[config.mk]
export PLATFORM = sky130hd
export DESIGN_NAME = art_fault_queue
export DESIGN_NICKNAME = d
export VERILOG_FILES = /design/src/rtl/art_fault_queue.sv
export SDC_FILE = /design/constraint.sdc
export NUM_CORES = 1
export LEC_CHECK = 0
export CAP_MARGIN = 20
export CORE_MARGIN = 1
export CORE_UTILIZATION = 45
export CTS_CLUSTER_DIAMETER = 100
export DETAILED_ROUTE_END_ITERATION = 6
export PLACE_DENSITY = 0.64
export RECOVER_POWER = 50
export SETUP_SLACK_MARGIN = 0.3
export SLEW_MARGIN = 10
export SYNTH_ARGS = -nofsm -noshare
export SYNTH_HDL_FRONTEND = slang
export SYNTH_SLANG_ARGS = --single-unit
[constraint.sdc]
create_clock -name Clk -period 5.9 [get_ports Clk]
set_clock_uncertainty 0.1 [all_clocks]
set_input_delay 1.77 -clock Clk [delete_from_list [all_inputs] [get_ports Clk]]
set_output_delay 1.77 -clock Clk [all_outputs]
set_load 0.01 [all_outputs]
[src/rtl/art_fault_queue.sv]
// art_fault_queue: collects one-cycle miss/permission fault pulses from the
// I-side and D-side ART checkers into per-side pending slots, moves them into a
// small FIFO (one per cycle, D first then round-robin), acknowledges the
// checker one cycle after its record enters the FIFO, and lets software drain
// records through a pop port. A level interrupt flags a non-empty queue.
// Optional feature macro: ART_FAULT_TS_EN adds a 16-bit capture timestamp per
// record; without it o_Rec_Ts is tied to zero.
module art_fault_queue #(
    parameter int ADDR_W     = 32,
    parameter int DEPTH_LOG2 = 2
) (
    input  logic                  Clk,
    input  logic                  Reset,
    input  logic                  i_I_Miss_Fault,
    input  logic                  i_I_Perm_Fault,
    input  logic [ADDR_W-1:0]     i_I_Addr,
    input  logic                  i_I_Priv,
    output logic                  o_I_Fault_Ack,
    input  logic                  i_D_Miss_Fault,
    input  logic                  i_D_Perm_Fault,
    input  logic [ADDR_W-1:0]     i_D_Addr,
    input  logic                  i_D_Priv,
    input  logic                  i_D_Wr,
    output logic                  o_D_Fault_Ack,
    input  logic                  i_Pop,
    output logic                  o_Rec_Valid,
    output logic                  o_Rec_Src,
    output logic                  o_Rec_Miss,
    output logic                  o_Rec_Wr,
    output logic                  o_Rec_Priv,
    output logic [ADDR_W-1:0]     o_Rec_Addr,
    output logic [15:0]           o_Rec_Ts,
    output logic [DEPTH_LOG2:0]   o_Count,
    output logic                  o_Irq
);

    localparam int DEPTH = 1 << DEPTH_LOG2;
`ifdef ART_FAULT_TS_EN
    localparam int REC_W = ADDR_W + 20;
`else
    localparam int REC_W = ADDR_W + 4;
`endif
    // Record layout: {[ts], src, miss, wr, priv, addr}
    localparam int A_PRIV = ADDR_W;
    localparam int A_WR   = ADDR_W + 1;
    localparam int A_MISS = ADDR_W + 2;
    localparam int A_SRC  = ADDR_W + 3;
`ifdef ART_FAULT_TS_EN
    localparam int A_TS   = ADDR_W + 4;
`endif
    localparam logic [DEPTH_LOG2:0]   FULL_CNT = (DEPTH_LOG2 + 1)'(DEPTH);
    localparam logic [DEPTH_LOG2:0]   CNT_ONE  = (DEPTH_LOG2 + 1)'(1);
    localparam logic [DEPTH_LOG2:0]   CNT_ZERO = (DEPTH_LOG2 + 1)'(0);
    localparam logic [DEPTH_LOG2-1:0] PTR_ONE  = (DEPTH_LOG2)'(1);

    // Pending slots
    logic              pend_i_valid_q, pend_i_valid_d;
    logic              pend_i_miss_q,  pend_i_miss_d;
    logic              pend_i_priv_q,  pend_i_priv_d;
    logic [ADDR_W-1:0] pend_i_addr_q,  pend_i_addr_d;
    logic              pend_d_valid_q, pend_d_valid_d;
    logic              pend_d_miss_q,  pend_d_miss_d;
    logic              pend_d_priv_q,  pend_d_priv_d;
    logic              pend_d_wr_q,    pend_d_wr_d;
    logic [ADDR_W-1:0] pend_d_addr_q,  pend_d_addr_d;
`ifdef ART_FAULT_TS_EN
    logic [15:0]       pend_i_ts_q, pend_i_ts_d;
    logic [15:0]       pend_d_ts_q, pend_d_ts_d;
    logic [15:0]       ts_cnt_q,    ts_cnt_d;
`endif

    // Arbitration, acks and FIFO
    logic                  rr_i_q, rr_i_d;       // 1: I preferred when both pending
    logic                  ack_i_q, ack_i_d;
    logic                  ack_d_q, ack_d_d;
    logic [REC_W-1:0]      mem_q [DEPTH];
    logic [REC_W-1:0]      mem_d [DEPTH];
    logic [DEPTH_LOG2-1:0] wr_ptr_q, wr_ptr_d;
    logic [DEPTH_LOG2-1:0] rd_ptr_q, rd_ptr_d;
    logic [DEPTH_LOG2:0]   count_q,  count_d;
    logic [REC_W-1:0]      head_q,   head_d;
    logic                  valid_q,  valid_d;

    logic                  pop_fire_s, can_push_s, push_s, sel_d_s, both_s;
    logic [REC_W-1:0]      push_rec_s;

    // Next-state logic: capture, arbitration/transfer, FIFO pointers and head
    always_comb begin
        pop_fire_s = i_Pop && (count_q != CNT_ZERO);
        can_push_s = (count_q != FULL_CNT) || pop_fire_s;
        both_s     = pend_i_valid_q && pend_d_valid_q;

        if (both_s) begin
            sel_d_s = !rr_i_q;
        end else begin
            sel_d_s = pend_d_valid_q;
        end
        push_s = can_push_s && (pend_i_valid_q || pend_d_valid_q);

        push_rec_s = '0;
        if (sel_d_s) begin
            push_rec_s[ADDR_W-1:0] = pend_d_addr_q;
            push_rec_s[A_PRIV]     = pend_d_priv_q;
            push_rec_s[A_WR]       = pend_d_wr_q;
            push_rec_s[A_MISS]     = pend_d_miss_q;
            push_rec_s[A_SRC]      = 1'b1;
`ifdef ART_FAULT_TS_EN
            push_rec_s[A_TS +: 16] = pend_d_ts_q;
`endif
        end else begin
            push_rec_s[ADDR_W-1:0] = pend_i_addr_q;
            push_rec_s[A_PRIV]     = pend_i_priv_q;
            push_rec_s[A_WR]       = 1'b0;
            push_rec_s[A_MISS]     = pend_i_miss_q;
            push_rec_s[A_SRC]      = 1'b0;
`ifdef ART_FAULT_TS_EN
            push_rec_s[A_TS +: 16] = pend_i_ts_q;
`endif
        end

        // Round-robin pointer only moves when both sides competed
        if (push_s && both_s) begin
            rr_i_d = sel_d_s;
        end else begin
            rr_i_d = rr_i_q;
        end
        ack_d_d = push_s && sel_d_s;
        ack_i_d = push_s && !sel_d_s;

`ifdef ART_FAULT_TS_EN
        ts_cnt_d    = ts_cnt_q + 16'd1;
        pend_i_ts_d = pend_i_ts_q;
        pend_d_ts_d = pend_d_ts_q;
`endif

        // I-side slot: empties on transfer; pulses while full are ignored
        pend_i_valid_d = pend_i_valid_q;
        pend_i_miss_d  = pend_i_miss_q;
        pend_i_priv_d  = pend_i_priv_q;
        pend_i_addr_d  = pend_i_addr_q;
        if (push_s && !sel_d_s) begin
            pend_i_valid_d = 1'b0;
        end else if (!pend_i_valid_q && (i_I_Miss_Fault || i_I_Perm_Fault)) begin
            pend_i_valid_d = 1'b1;
            pend_i_miss_d  = i_I_Miss_Fault;
            pend_i_priv_d  = i_I_Priv;
            pend_i_addr_d  = i_I_Addr;
`ifdef ART_FAULT_TS_EN
            pend_i_ts_d    = ts_cnt_q;
`endif
        end else begin
            pend_i_valid_d = pend_i_valid_q;
        end

        // D-side slot: same rules, plus the write flag
        pend_d_valid_d = pend_d_valid_q;
        pend_d_miss_d  = pend_d_miss_q;
        pend_d_priv_d  = pend_d_priv_q;
        pend_d_wr_d    = pend_d_wr_q;
        pend_d_addr_d  = pend_d_addr_q;
        if (push_s && sel_d_s) begin
            pend_d_valid_d = 1'b0;
        end else if (!pend_d_valid_q && (i_D_Miss_Fault || i_D_Perm_Fault)) begin
            pend_d_valid_d = 1'b1;
            pend_d_miss_d  = i_D_Miss_Fault;
            pend_d_priv_d  = i_D_Priv;
            pend_d_wr_d    = i_D_Wr;
            pend_d_addr_d  = i_D_Addr;
`ifdef ART_FAULT_TS_EN
            pend_d_ts_d    = ts_cnt_q;
`endif
        end else begin
            pend_d_valid_d = pend_d_valid_q;
        end

        // FIFO storage and pointers
        mem_d = mem_q;
        if (push_s) begin
            mem_d[wr_ptr_q] = push_rec_s;
            wr_ptr_d        = wr_ptr_q + PTR_ONE;
        end else begin
            wr_ptr_d        = wr_ptr_q;
        end
        if (pop_fire_s) begin
            rd_ptr_d = rd_ptr_q + PTR_ONE;
        end else begin
            rd_ptr_d = rd_ptr_q;
        end
        case ({push_s, pop_fire_s})
            2'b10:   count_d = count_q + CNT_ONE;
            2'b01:   count_d = count_q - CNT_ONE;
            default: count_d = count_q;
        endcase

        // Registered head view: a lone pushed record becomes the head directly
        if (count_d == CNT_ZERO) begin
            head_d = '0;
        end else if (push_s && (count_d == CNT_ONE)) begin
            head_d = push_rec_s;
        end else begin
            head_d = mem_q[rd_ptr_d];
        end
        valid_d = (count_d != CNT_ZERO);
    end

    // State registers with synchronous reset; reset issues no acks
    always_ff @(posedge Clk) begin
        if (Reset) begin
            pend_i_valid_q <= 1'b0;
            pend_i_miss_q  <= 1'b0;
            pend_i_priv_q  <= 1'b0;
            pend_i_addr_q  <= '0;
            pend_d_valid_q <= 1'b0;
            pend_d_miss_q  <= 1'b0;
            pend_d_priv_q  <= 1'b0;
            pend_d_wr_q    <= 1'b0;
            pend_d_addr_q  <= '0;
            rr_i_q         <= 1'b0;
            ack_i_q        <= 1'b0;
            ack_d_q        <= 1'b0;
            wr_ptr_q       <= '0;
            rd_ptr_q       <= '0;
            count_q        <= '0;
            head_q         <= '0;
            valid_q        <= 1'b0;
            for (int k = 0; k < DEPTH; k++) begin
                mem_q[k] <= '0;
            end
`ifdef ART_FAULT_TS_EN
            ts_cnt_q       <= 16'd0;
            pend_i_ts_q    <= 16'd0;
            pend_d_ts_q    <= 16'd0;
`endif
        end else begin
            pend_i_valid_q <= pend_i_valid_d;
            pend_i_miss_q  <= pend_i_miss_d;
            pend_i_priv_q  <= pend_i_priv_d;
            pend_i_addr_q  <= pend_i_addr_d;
            pend_d_valid_q <= pend_d_valid_d;
            pend_d_miss_q  <= pend_d_miss_d;
            pend_d_priv_q  <= pend_d_priv_d;
            pend_d_wr_q    <= pend_d_wr_d;
            pend_d_addr_q  <= pend_d_addr_d;
            rr_i_q         <= rr_i_d;
            ack_i_q        <= ack_i_d;
            ack_d_q        <= ack_d_d;
            wr_ptr_q       <= wr_ptr_d;
            rd_ptr_q       <= rd_ptr_d;
            count_q        <= count_d;
            head_q         <= head_d;
            valid_q        <= valid_d;
            mem_q          <= mem_d;
`ifdef ART_FAULT_TS_EN
            ts_cnt_q       <= ts_cnt_d;
            pend_i_ts_q    <= pend_i_ts_d;
            pend_d_ts_q    <= pend_d_ts_d;
`endif
        end
    end

    assign o_I_Fault_Ack = ack_i_q;
    assign o_D_Fault_Ack = ack_d_q;
    assign o_Rec_Valid   = valid_q;
    assign o_Irq         = valid_q;
    assign o_Rec_Src     = head_q[A_SRC];
    assign o_Rec_Miss    = head_q[A_MISS];
    assign o_Rec_Wr      = head_q[A_WR];
    assign o_Rec_Priv    = head_q[A_PRIV];
    assign o_Rec_Addr    = head_q[ADDR_W-1:0];
    assign o_Count       = count_q;
`ifdef ART_FAULT_TS_EN
    assign o_Rec_Ts      = head_q[A_TS +: 16];
`else
    assign o_Rec_Ts      = 16'h0000;
`endif

endmodule

### Word level (Yosys, flattened, before mapping)

Cells that the tools add are included.

* flip-flop bits (word level): 262
* input bits: 74
* output and inout bits: 59
* word-level logic and storage cells: 73

* add/sub/neg operators: 4
* magnitude comparators: 3
* equal/unequal tests: 4
* multiplexer cells: 11
* bitwise gates (word level): 4
* reduce and logical (&&, ||, !) cells: 26

Operators with widths (count)
* 36-bit 2-to-1 mux: 5
* 144-bit bitwise mux: 1
* 36-bit binary-select mux with 2-bit select: 1
* 36-bit demux with 2-bit select: 1
* 1-bit logical AND: 10
* 3-bit greater-or-equal comparator (second input constant): 2
* 2-bit inverter with 3-bit output: 2
* 3-bit case mux with 2 select lines: 1
* 3-bit nonzero test: 2
* 2-bit OR reduction: 3
* 2-bit by 1-bit adder with 2-bit output (second input constant): 2
* 1-bit zero test: 4
* 1-bit logical OR: 4
* 2-bit AND reduction: 2
* 3-bit by 1-bit adder with 3-bit output (second input constant): 1
* 3-bit by 1-bit == test with 1-bit output (second input constant): 1
* 3-bit zero test: 1
* 3-bit by 1-bit less-than comparator with 1-bit output (second input constant): 1
* 3-bit != test (second input constant): 1
* 3-bit by 1-bit subtractor with 3-bit output (second input constant): 1
* 2-bit by 1-bit == test with 1-bit output (second input constant): 1
* 2-bit == test (second input constant): 1
* 2-bit 2-to-1 mux: 1
* 1-bit inverter: 2
* 1-bit 2-to-1 mux: 1

### Depth between registers and ports, before layout

Gate-level depths: netlist (run 1).

* depth in word-level cells: 9
* gate-level depth with buffers: 13
* gate-level depth less buffers: 10

### Worst setup path after synthesis (run 1)

No wires, ideal clock.

* path kind: input to register
* start: in i_Pop
* end: reg head_q[25]
* arrival: 4.193 ns
* required time: 5.708 ns
* path slack: 1.515 ns
* cell stages on the path: 12
* cells stage by stage: nor4b_4 -> nor2_1 -> inv_1 -> ha_1 -> inv_1 -> fa_1 -> xor2_1 -> or3_1 -> a41o_1 -> buf_6 -> buf_6 -> o32ai_1

* word-level cells in the longest chain between the ends: 8
* elaborated cells between the ends (all ways): 16
* classes of those cells: 3 x eq/ne; 6 x mux; 1 x bitwise; 6 x reduce/logical

Ends and longest elaborated chain
* start: declaration: line 25 `input logic i_Pop,`
* 1-bit logical AND *: line 89 `pop_fire_s = i_Pop && (count_q != CNT_ZERO);`
* 1-bit logical OR: line 90 `can_push_s = (count_q != FULL_CNT) || pop_fire_s;`
* 1-bit logical AND: line 98 `push_s = can_push_s && (pend_i_valid_q || pend_d_valid_q);`
* 2-bit by 1-bit == test with 1-bit output or 2-bit == test (tied branches): line 189 `case ({push_s, pop_fire_s})`
* 3-bit case mux with 2 select lines: line 189
* 3-bit by 1-bit == test with 1-bit output: line 198 `end else if (push_s && (count_d == CNT_ONE)) begin`
* 1-bit logical AND: line 198
* 36-bit 2-to-1 mux: line 198
* end signal: assignment: line 224 `head_q <= '0;`
* end signal: assignment: line 250 `head_q <= head_d;`
* end: declaration: line 81 `logic [REC_W-1:0] head_q, head_d;`

Every way passes the cells marked *; elsewhere a longest branch is shown, timed or not. The select of a mux whose other input is x is not followed.
A chain may end at the register's enable or synchronous reset.

### Worst setup path in the final report (run 1)

* start: in i_Pop
* end: reg head_q[18]

The elaborated chain is that of the path after synthesis.

==> metrics.yaml, run 1 <==
worst_hold_path:
  min_from: "pend_i_addr_q[2]"
  hp-class: "reg -> reg"
clocking:
  cts_resized: 0
  h-tree-depth: 1
  cts_tree: "done"
  post-cts-setup-buffers: 0
  cts_made_buffers: 27
  root_buffer: "clkbuf_16"
  clk_pin_slew_ns: 0.06
  ctsHoldBuffers: 0
  clk_latency_ns: 0.52
  cts_num_sinks: 262
  cts_buffer_depth: 3
worst_setup_path:
  cp-end-kind: "register"
  required_ns: 6.16
  crit_buf_inv: 4
  crit_fanout: 36
  crit_family: "buffers and inverters"
  start_kind: "input port"
  crit_path_end: "head_q[18]"
  r2r_slack_ns: 2.45
  worstPathArrival_ns: 5.10
  crit_path_top_delay_cell: "dlygate4sd3_1"
  path_class: "in -> reg"
  reg2reg_from: "o_Count[0]"
  critical_path_depth: 12
  crit_top_cell: "inv_1"
  worst-r2r-cell-count: 11
  slowest_delay_ns: 0.62
  worstSetupStartpoint: "i_Pop"
  r2r-end: "head_q[18]"
  path_cells: "dlygate4sd3_1, nor4b_4, nor2_1, inv_1, ha_1, inv_1, fa_1, xor2_1, or3_1, nand4_1, buf_4, o32ai_1"
power_and_ir_drop:
  power.density_nw_per_um2: 445.5
  pwr-share-clk: 0.294
  peakVddDrop_mv: 0.2267
  switchingPower_uw: 1781
  internal-power_uw: 3714
  comb_power_share: 0.302
  leakage_uw: 0.004663
  power_switching_share: 0.3240
  power_uw: 5495
  seqPwrFrac: 0.404
sta:
  fin_crit_sh: 0.8203
  fin_tns_setup_ns: 0
  grt_setup_unrepaired: "false"
  slew_violations: 190
  hold_violations: 0
  finalWorstSetupSlack_ns: 1.060
  min_period_ns: 4.840
  setup_violations: 0
  worstMarginPinSlew_ns: 2.415
  relSlewSlack: -0.6157
  fmax_ghz: 0.2066
grt:
  overflow: 0
  antenna_found_initial: 0
  grt.total_usage: 0.2114
  grt_pass1_wl_um: 40280
  grt_max_degree: 82
  grt_pass1_vias: 7545
synth:
  synth_ff_type: "dfxtp_1"
  synth_seq_area_share: 0.5081
  synth-seq-cells: 262
  syn_inst: 1131
  yosys.cell_types.count: 40
  ys_warn_count: 0
  syn_avg_cell_area_sq_um: 9.127
  syn_area_sq_um: 10320
  ys_async_sr_fraction: 0
  synth_edf_count: 0
die:
  floorplan.initialDensity: 0.4573
  core-area_sq_um: 22570
  die_w_um: 153.5
  die_area_sq_um: 23550
  ioPinCount: 133
  rows: 55
  fp.dieH_um: 153.5
finish:
  layout-drive-gt1-share: 0.08555
  final_util: 0.5465
  final_nets: 1269
  diodes: 0
  nFillCells: 2107
  synthToLayoutAreaGrowth_pct: 19.50
drt:
  drt_first_pass_iters: 7
  ant_nets: 0
  vias: 8037
  routedWlPerCell_um: 16.82
  drtIter0Drc: 530
  drc: 2
  wirelength_um: 25050
  viasPerCell: 5.398
place:
  gp_congestion: 0.7533
  dpl.hpwl_um: 15080
  dp_slack_ns: 0.5626
  io_buffers: 116
outcome:
  status: "complete, but fails checks"
  violations: "DRC, capacitance limit, slew limit"
flow_run:
  maxCapViolations: 6
## cell usage after synthesis, types with 6 or more instances
library cell,n,area (sq um)
dfxtp_1,262,5245
nor2_1,186,698.2
nand2_1,143,536.8
a211oi_1,138,1036
a21oi_1,74,370.4
clkbuf_1,74,277.8
mux2i_1,44,440.4
mux2_2,37,416.7
o22ai_1,36,225.2
o32ai_1,32,280.3
buf_4,18,135.1
buf_2,15,75.07
inv_1,6,22.52
nand2b_1,6,37.54
## cells by family after synthesis
group | after synthesis | share of synthesized area
DFF | 262 | 0.5081
other | 1 | 0.0003633
AOI/OAI and AO/OA | 289 | 0.1943
adders and majority gates | 6 | 0.008000
muxes | 82 | 0.08448
buffers and inverters | 123 | 0.05673
and+or+nand+nor | 362 | 0.1411
xor gates and xnor gates | 6 | 0.006910
## worst min path at each step
stage,endpoint,slack [ns],depth (start not counted)
after global placement,pend_d_addr_q[25],0.34,2
final,pend_i_addr_q[2],0.35,2
after CTS,pend_d_addr_q[30],0.35,2
after detailed placement,pend_d_addr_q[30],0.35,2
after global routing,pend_i_addr_q[26],0.37,2
after floorplan,pend_d_addr_q[0],0.34,2
## cell usage in the layout (no fill, tap or decap), types with 3 or more instances in the layout
cell and n:
dfxtp_1 262, nor2_1 185, nand2_1 143, a211oi_1 138, a21oi_1 74, clkdlybuf4s50_1 72
mux2i_1 43, dlygate4sd3_1 43, mux2_2 37, o22ai_1 36, o32ai_1 32, clkbuf_16 27
conb_1 16, clkbuf_8 10, inv_1 6, nand2b_1 6, buf_4 6, nor3b_1 5
nand3_1 5, nor3_1 5, ha_1 5, a222oi_1 4, clkbuf_1 4, xnor2_1 3
xor2_1 3, clkinv_2 3, buf_12 3
## worst min-delay path: cells and delay by family, from the launching register on
| kind | cells | cell delay (ns) |
|---|---|---|
| flops | 1 | 0.31 |
| compound gates | 1 | 0.05 |
| simple gates | 1 | 0.05 |
## final cells by class
type,count,area (sq um),area share
Clock inverter,4,23.77,0.001927
Clock buffer,40,824.5,0.06684
Timing Repair Buffer,130,1324,0.1073
Sequential cell,262,5245,0.4252
Tap cell,285,356.6,0.02891
Inverter,7,26.28,0.002130
Multi-Input combinational cell,761,4536,0.3677
## state kept, by name, summed over array words and instances, names as in the netlist, 2 cells and up
| name | flops |
|---|---|
| mem_q | 144 |
| pend_i_addr_q | 32 |
| pend_d_addr_q | 32 |
| o_Count | 3 |
| wr_ptr_q | 2 |
| head_q | 36 |
| rd_ptr_q | 2 |
## stage by stage
stage / hold WS, ns / area (sq um) / instances
floorplan: 0.3357 / 10380 / 1146
global placement: 0.3410 / 11500 / 1443
detailed placement: 0.3456 / 11530 / 1444
CTS: 0.3536 / 12380 / 1488
global route: 0.3701 / 12340 / 1489
finish: 0.3540 / 12340 / 1489
## power by group through the flow
stage                     logic (uW)  clock network [uW]  registers (uW)
after floorplan                 1200                   0            2230
after global placement          1620                   0            2260
after detailed placement        1680                   0            2270
after CTS                       1680                1660            2230
after global routing            1810                1730            2260
final                           1660                1620            2220
## routing by layer
metal	vias to the layer above	part of all wire	wire length [um]	global-route usage
met5	-	0	0	0
met4	0	0.011	281	0.05000
met3	19	0.049	1236	0.03062
met2	208	0.44	11100	0.3244
met1	3744	0.50	12440	0.3114
li1	4066	-	-	-
(Power assumes the default switching activity.)
==> run 2, diff against run 1 <==
--- a/config.mk
+++ b/config.mk
@@ -10,7 +10,7 @@
 export CORE_UTILIZATION = 45
 export CTS_CLUSTER_DIAMETER = 100
 export DETAILED_ROUTE_END_ITERATION = 6
-export PLACE_DENSITY = 0.64
+export PLACE_DENSITY = 0.67
 export RECOVER_POWER = 50
 export SETUP_SLACK_MARGIN = 0.3
 export SLEW_MARGIN = 10
==> constraint.sdc (replaced) <==
create_clock -name Clk -period 4.1 [get_ports Clk]
set_clock_uncertainty 0.1 [all_clocks]
set_input_delay 1.23 -clock Clk [delete_from_list [all_inputs] [get_ports Clk]]
set_output_delay 1.23 -clock Clk [all_outputs]
set_load 0.01 [all_outputs]
==> run 2 against run 1 <==
  * The flow finishes with violations (capacitance limit, slew limit)
  * Total power rose by 45%
  * Global-route usage fell by 0.21 points
  * Flip-flop and latch count did not move
  * Setup slack got worse by 0.81 ns
  * Die area did not move
  * Register-to-register slack got worse by 1.6 ns
  * Final cell count rose by 0.81%
  * Design area rose by 0.53%
  * Combinational power rose by 48%
  * First-iteration DRC count rose by 3.4%
  * Non-clock buffer count rose by 10
  * Critical path type unchanged
  * Critical endpoint is now head_q[27]
==> metrics.yaml, run 2 (same netlist as run 1, synthesis figures left out) <==
power_and_ir_drop:
  peakVddDrop_mv: 0.3566
  power.density_nw_per_um2: 642.5
  power_uw: 7967
  leakage_uw: 0.004578
worst_setup_path:
  worstPathArrival_ns: 4.18
  reg2reg_from: "pend_d_valid_q"
  crit_fanout: 33
  path_class: "in -> reg"
  r2r_slack_ns: 0.89
  worstSetupStartpoint: "i_Pop"
  r2r-end: "head_q[27]"
  required_ns: 4.42
  start_kind: "input port"
  cp-end-kind: "register"
  worst-r2r-cell-count: 11
clocking:
  cts_made_buffers: 27
  cts_buffer_depth: 3
  cts_resized: 0
  clk_pin_slew_ns: 0.06
  root_buffer: "clkbuf_16"
  h-tree-depth: 1
  clk_latency_ns: 0.53
  post-cts-setup-buffers: 0
  ctsHoldBuffers: 0
  cts_num_sinks: 262
  cts_tree: "done"
worst_hold_path:
  hold_depth: 2
  holdPathEnd: "pend_i_addr_q[19]"
  min_from: "pend_i_addr_q[19]"
  hp-class: "reg -> reg"
die:
  fp.dieH_um: 153.5
  die_w_um: 153.5
  ioPinCount: 133
  die_area_sq_um: 23550
  rows: 55
  floorplan.initialDensity: 0.4573
  core-area_sq_um: 22570
finish:
  largest_reg_flops: 144
  synthToLayoutAreaGrowth_pct: 20.13
  final_cell_mix: "262 x dfxtp_1, 184 x nor2_1, 143 x nand2_1"
  layout-drive-gt1-share: 0.09704
  final_nets: 1279
  diodes: 0
  final_common_cell: "dfxtp_1"
  final_util: 0.5494
  top_register: "mem_q"
  nFillCells: 2075
  fin_cells: 1501
  reg_top3: "mem_q: 144 flops, head_q: 36 flops"
drt:
  routedWlPerCell_um: 16.60
  vias: 8066
  wirelength_um: 24920
  drt_first_pass_iters: 5
  ant_nets: 0
  viasPerCell: 5.374
  drtIter0Drc: 548
  drc: 0
grt:
  grt.total_usage: 0.2093
  grt_max_degree: 103
  grt_pass1_vias: 7471
  antenna_found_initial: 0
  overflow: 0
  grt_pass1_wl_um: 39990
place:
  dp_slack_ns: -0.1576
  dpl.hpwl_um: 15360
  gp_congestion: 0.7736
  placed_cells: 1455
  io_buffers: 116
sta:
  finalWorstSetupSlack_ns: 0.2465
  fmax_ghz: 0.2595
  fin_crit_sh: 0.9399
  relSlewSlack: -0.06098
  worstMarginPinSlew_ns: 1.591
  hold_violations: 0
  grt_setup_unrepaired: "true"
  fin_hold_ws_ns: 0.3522
  slew_violations: 287
  setup_violations: 0
  min_period_ns: 3.854
outcome:
  violations: "capacitance limit, slew limit"
  status: "complete, but fails checks"
flow_run:
  maxCapViolations: 5
[run 2: worst max-delay path by stage]
stage                  to  slack (ns)  depth (start not counted)
2_1_floorplan  head_q[25]        0.30                         12
3_3_place_gp   head_q[35]       -0.02                         12
3_5_place_dp    head_q[7]       -0.16                         12
4_1_cts         head_q[7]        0.40                         12
5_1_grt        head_q[27]        0.18                         12
6_report       head_q[27]        0.25                         12
[run 2: routing by layer]
metal  vias to the layer above  global-route usage  share of wire
li1                       4093                   -              -
met5                         -                   0              0
met2                       218              0.3209           0.44
met4                         0             0.04667          0.014
met3                        28             0.02552          0.054
met1                      3727              0.3126           0.49
[run 2: layout make-up]
type                            count  area (sq um)  area share
Multi-Input combinational cell    761          4594      0.3705
Sequential cell                   262          5245      0.4230
Clock inverter                      8         43.79    0.003531
Clock buffer                       38         787.0     0.06347
Timing Repair Buffer              140          1348      0.1087
Inverter                            7         26.28    0.002119
Tap cell                          285         356.6     0.02876
[run 2: per-stage QoR]
stage | TNS, ns | instance area, sq um
2_1_floorplan | 0 | 10400
3_3_place_gp | -0.6042 | 11650
3_5_place_dp | -2.790 | 11650
4_1_cts | 0 | 12480
5_1_grt | 0 | 12400
6_report | 0 | 12400
[run 2: worst max-delay path: stages]
cell	delay (ns)
dlygate4sd3_1	0.59
nor4b_4	0.29
nor2_1	0.10
inv_2	0.12
ha_4	0.13
inv_1	0.05
fa_2	0.33
xor2_1	0.15
or3_1	0.38
a41o_1	0.29
buf_12	0.18
o32ai_1	0.33
[run 2: report_power, final]
group | switching [uW] | internal [uW] | total, uW
logic | 1390 | 1070 | 2460
registers | 252 | 2960 | 3220
clock network | 968 | 1330 | 2290
==> run 3, diff against run 2 <==
--- a/config.mk
+++ b/config.mk
@@ -17,3 +17,4 @@
 export SYNTH_ARGS = -nofsm -noshare
 export SYNTH_HDL_FRONTEND = slang
 export SYNTH_SLANG_ARGS = --single-unit
+export TNS_END_PERCENT = 30
==> run 3 against run 2 <==
  * The flow still finishes with violations (capacitance limit, slew limit)
  * Sequential share of layout area up 0.051 points
  * Core utilization down 0.067 points
  * Via count down 0.27%
  * Critical path depth unchanged
  * Setup slack better by 0.0023 ns
  * Register-to-register slack about the same
  * Die area unchanged
  * Final cell count unchanged
  * Critical endpoint is now head_q[7]
  * Highest routed layer unchanged
==> metrics.yaml, run 3 (same netlist as run 1, synthesis figures left out) <==
outcome:
  status: "complete, but fails checks"
  violations: "capacitance limit, slew limit"
drt:
  wirelength_um: 24970
  routedWlPerCell_um: 16.63
  drc: 0
  viasPerCell: 5.359
  drtIter0Drc: 545
  vias: 8044
  drt_first_pass_iters: 4
  ant_nets: 0
worst_setup_path:
  path_cells: "dlygate4sd3_1, nor4b_4, nor2_1, inv_2, ha_4, inv_1, fa_2, xor2_1, or3_1, a41o_1, buf_12, o32ai_1"
  crit_family: "buffers and inverters"
  cp-end-kind: "register"
  r2r-end: "head_q[7]"
  start_kind: "input port"
  worst-r2r-cell-count: 11
  crit_fanout: 33
  crit_path_top_delay_cell: "dlygate4sd3_1"
  reg2reg_from: "pend_d_valid_q"
  r2r_slack_ns: 0.89
  required_ns: 4.42
  crit_buf_inv: 4
  path_class: "in -> reg"
  slowest_delay_ns: 0.59
  worstPathArrival_ns: 4.17
die:
  die_area_sq_um: 23550
  ioPinCount: 133
  core-area_sq_um: 22570
  rows: 55
  fp.dieH_um: 153.5
  die_w_um: 153.5
  floorplan.initialDensity: 0.4573
clocking:
  h-tree-depth: 1
  clk_latency_ns: 0.53
  root_buffer: "clkbuf_16"
  clk_pin_slew_ns: 0.06
  cts_tree: "done"
  cts_num_sinks: 262
  ctsHoldBuffers: 0
  cts_buffer_depth: 3
  cts_made_buffers: 27
finish:
  diodes: 0
  final_nets: 1279
  final_cell_mix: "262 x dfxtp_1, 184 x nor2_1, 143 x nand2_1"
  nFillCells: 2078
  reg_top3: "mem_q: 144 flops, head_q: 36 flops"
  final_util: 0.5487
  top_register: "mem_q"
  synthToLayoutAreaGrowth_pct: 19.99
  layout-drive-gt1-share: 0.09539
  final_common_cell: "dfxtp_1"
  fin_cells: 1501
  largest_reg_flops: 144
worst_hold_path:
  holdPathEnd: "pend_i_addr_q[19]"
  min_from: "pend_i_addr_q[19]"
  hp-class: "reg -> reg"
  hold_depth: 2
flow_run:
  maxCapViolations: 4
sta:
  fmax_ghz: 0.2597
  grt_setup_unrepaired: "true"
  worstMarginPinSlew_ns: 1.587
  relSlewSlack: -0.05832
  min_period_ns: 3.851
  hold_violations: 0
  finalWorstSetupSlack_ns: 0.2487
  fin_hold_ws_ns: 0.3522
  slew_violations: 215
  fin_crit_sh: 0.9393
  setup_violations: 0
grt:
  grt.total_usage: 0.2093
  overflow: 0
  grt_pass1_vias: 7471
  antenna_found_initial: 0
  grt_max_degree: 103
  grt_pass1_wl_um: 39990
power_and_ir_drop:
  leakage_uw: 0.004574
  peakVddDrop_mv: 0.3574
  power.density_nw_per_um2: 642.6
place:
  gp_congestion: 0.7736
  dpl.hpwl_um: 15360
  placed_cells: 1455
  dp_slack_ns: -0.1576
  io_buffers: 116
## run 3: cell counts in the layout (fill, tap and decap cells not counted)
No cell type changed its count.
## run 3: power breakdown
part | internal (uW) | total, uW | leakage, uW | switching (uW)
combinational | 1060 | 2440 | 0.00201 | 1380
sequential | 2960 | 3220 | 0.00214 | 252
clock | 1330 | 2300 | 0.000420 | 973
total | 5350 | 7960 | 0.00457 | 2600
## run 3: final cells by class
class | count | area, sq um | share of cell area
sequential | 262 | 5245 | 0.4235
clock inverter | 8 | 43.79 | 0.003536
timing repair buffer | 140 | 1348 | 0.1088
multi-input combinational | 761 | 4579 | 0.3697
clock buffer | 38 | 787.0 | 0.06354
tap | 285 | 356.6 | 0.02879
inverter | 7 | 26.28 | 0.002121
## run 3: metal layers
metal	up-vias	global-route usage	wire, um	part of all wire
met4	0	0.04667	335	0.013
met2	184	0.3209	10970	0.44
met3	26	0.02552	1170	0.047
met5	-	0	0	0
li1	4093	-	-	-
met1	3741	0.3126	12500	0.50
## run 3: worst max path at each step
| stage | from | endpoint | cells after the start | slack (ns) |
|---|---|---|---|---|
| after CTS | i_Pop | head_q[7] | 12 | 0.40 |
| final | i_Pop | head_q[7] | 12 | 0.25 |
| after global placement | i_Pop | head_q[35] | 12 | -0.02 |
| after floorplan | i_Pop | head_q[25] | 12 | 0.30 |
| after global routing | i_Pop | head_q[7] | 12 | 0.15 |
| after detailed placement | i_Pop | head_q[7] | 12 | -0.16 |
## run 3: worst reg2reg max path: cells and delay by family, from the launching register on
family                     cells  cell delay (ns)
and+or+nand+nor                3             1.03
AOI/OAI and AO/OA              2             0.64
adders and majority gates      2             0.46
DFF                            1             0.39
buffers and inverters          3             0.35
xor gates and xnor gates       1             0.15
## run 3: through the flow
| stage | instance area, sq um | total power, uW | TNS [ns] |
|---|---|---|---|
| finish | 12390 | 7958 | 0 |
| global route | 12390 | 8382 | 0 |
| CTS | 12480 | 8022 | 0 |
| detailed placement | 11650 | 5719 | -2.790 |
| global placement | 11650 | 5661 | -0.6042 |
| floorplan | 10400 | 4943 | 0 |
## run 3: what timing repair did
action	CTS	global route
buffers inserted	0	0
resized for setup	0	1
endpoints found under the setup margin	0	5
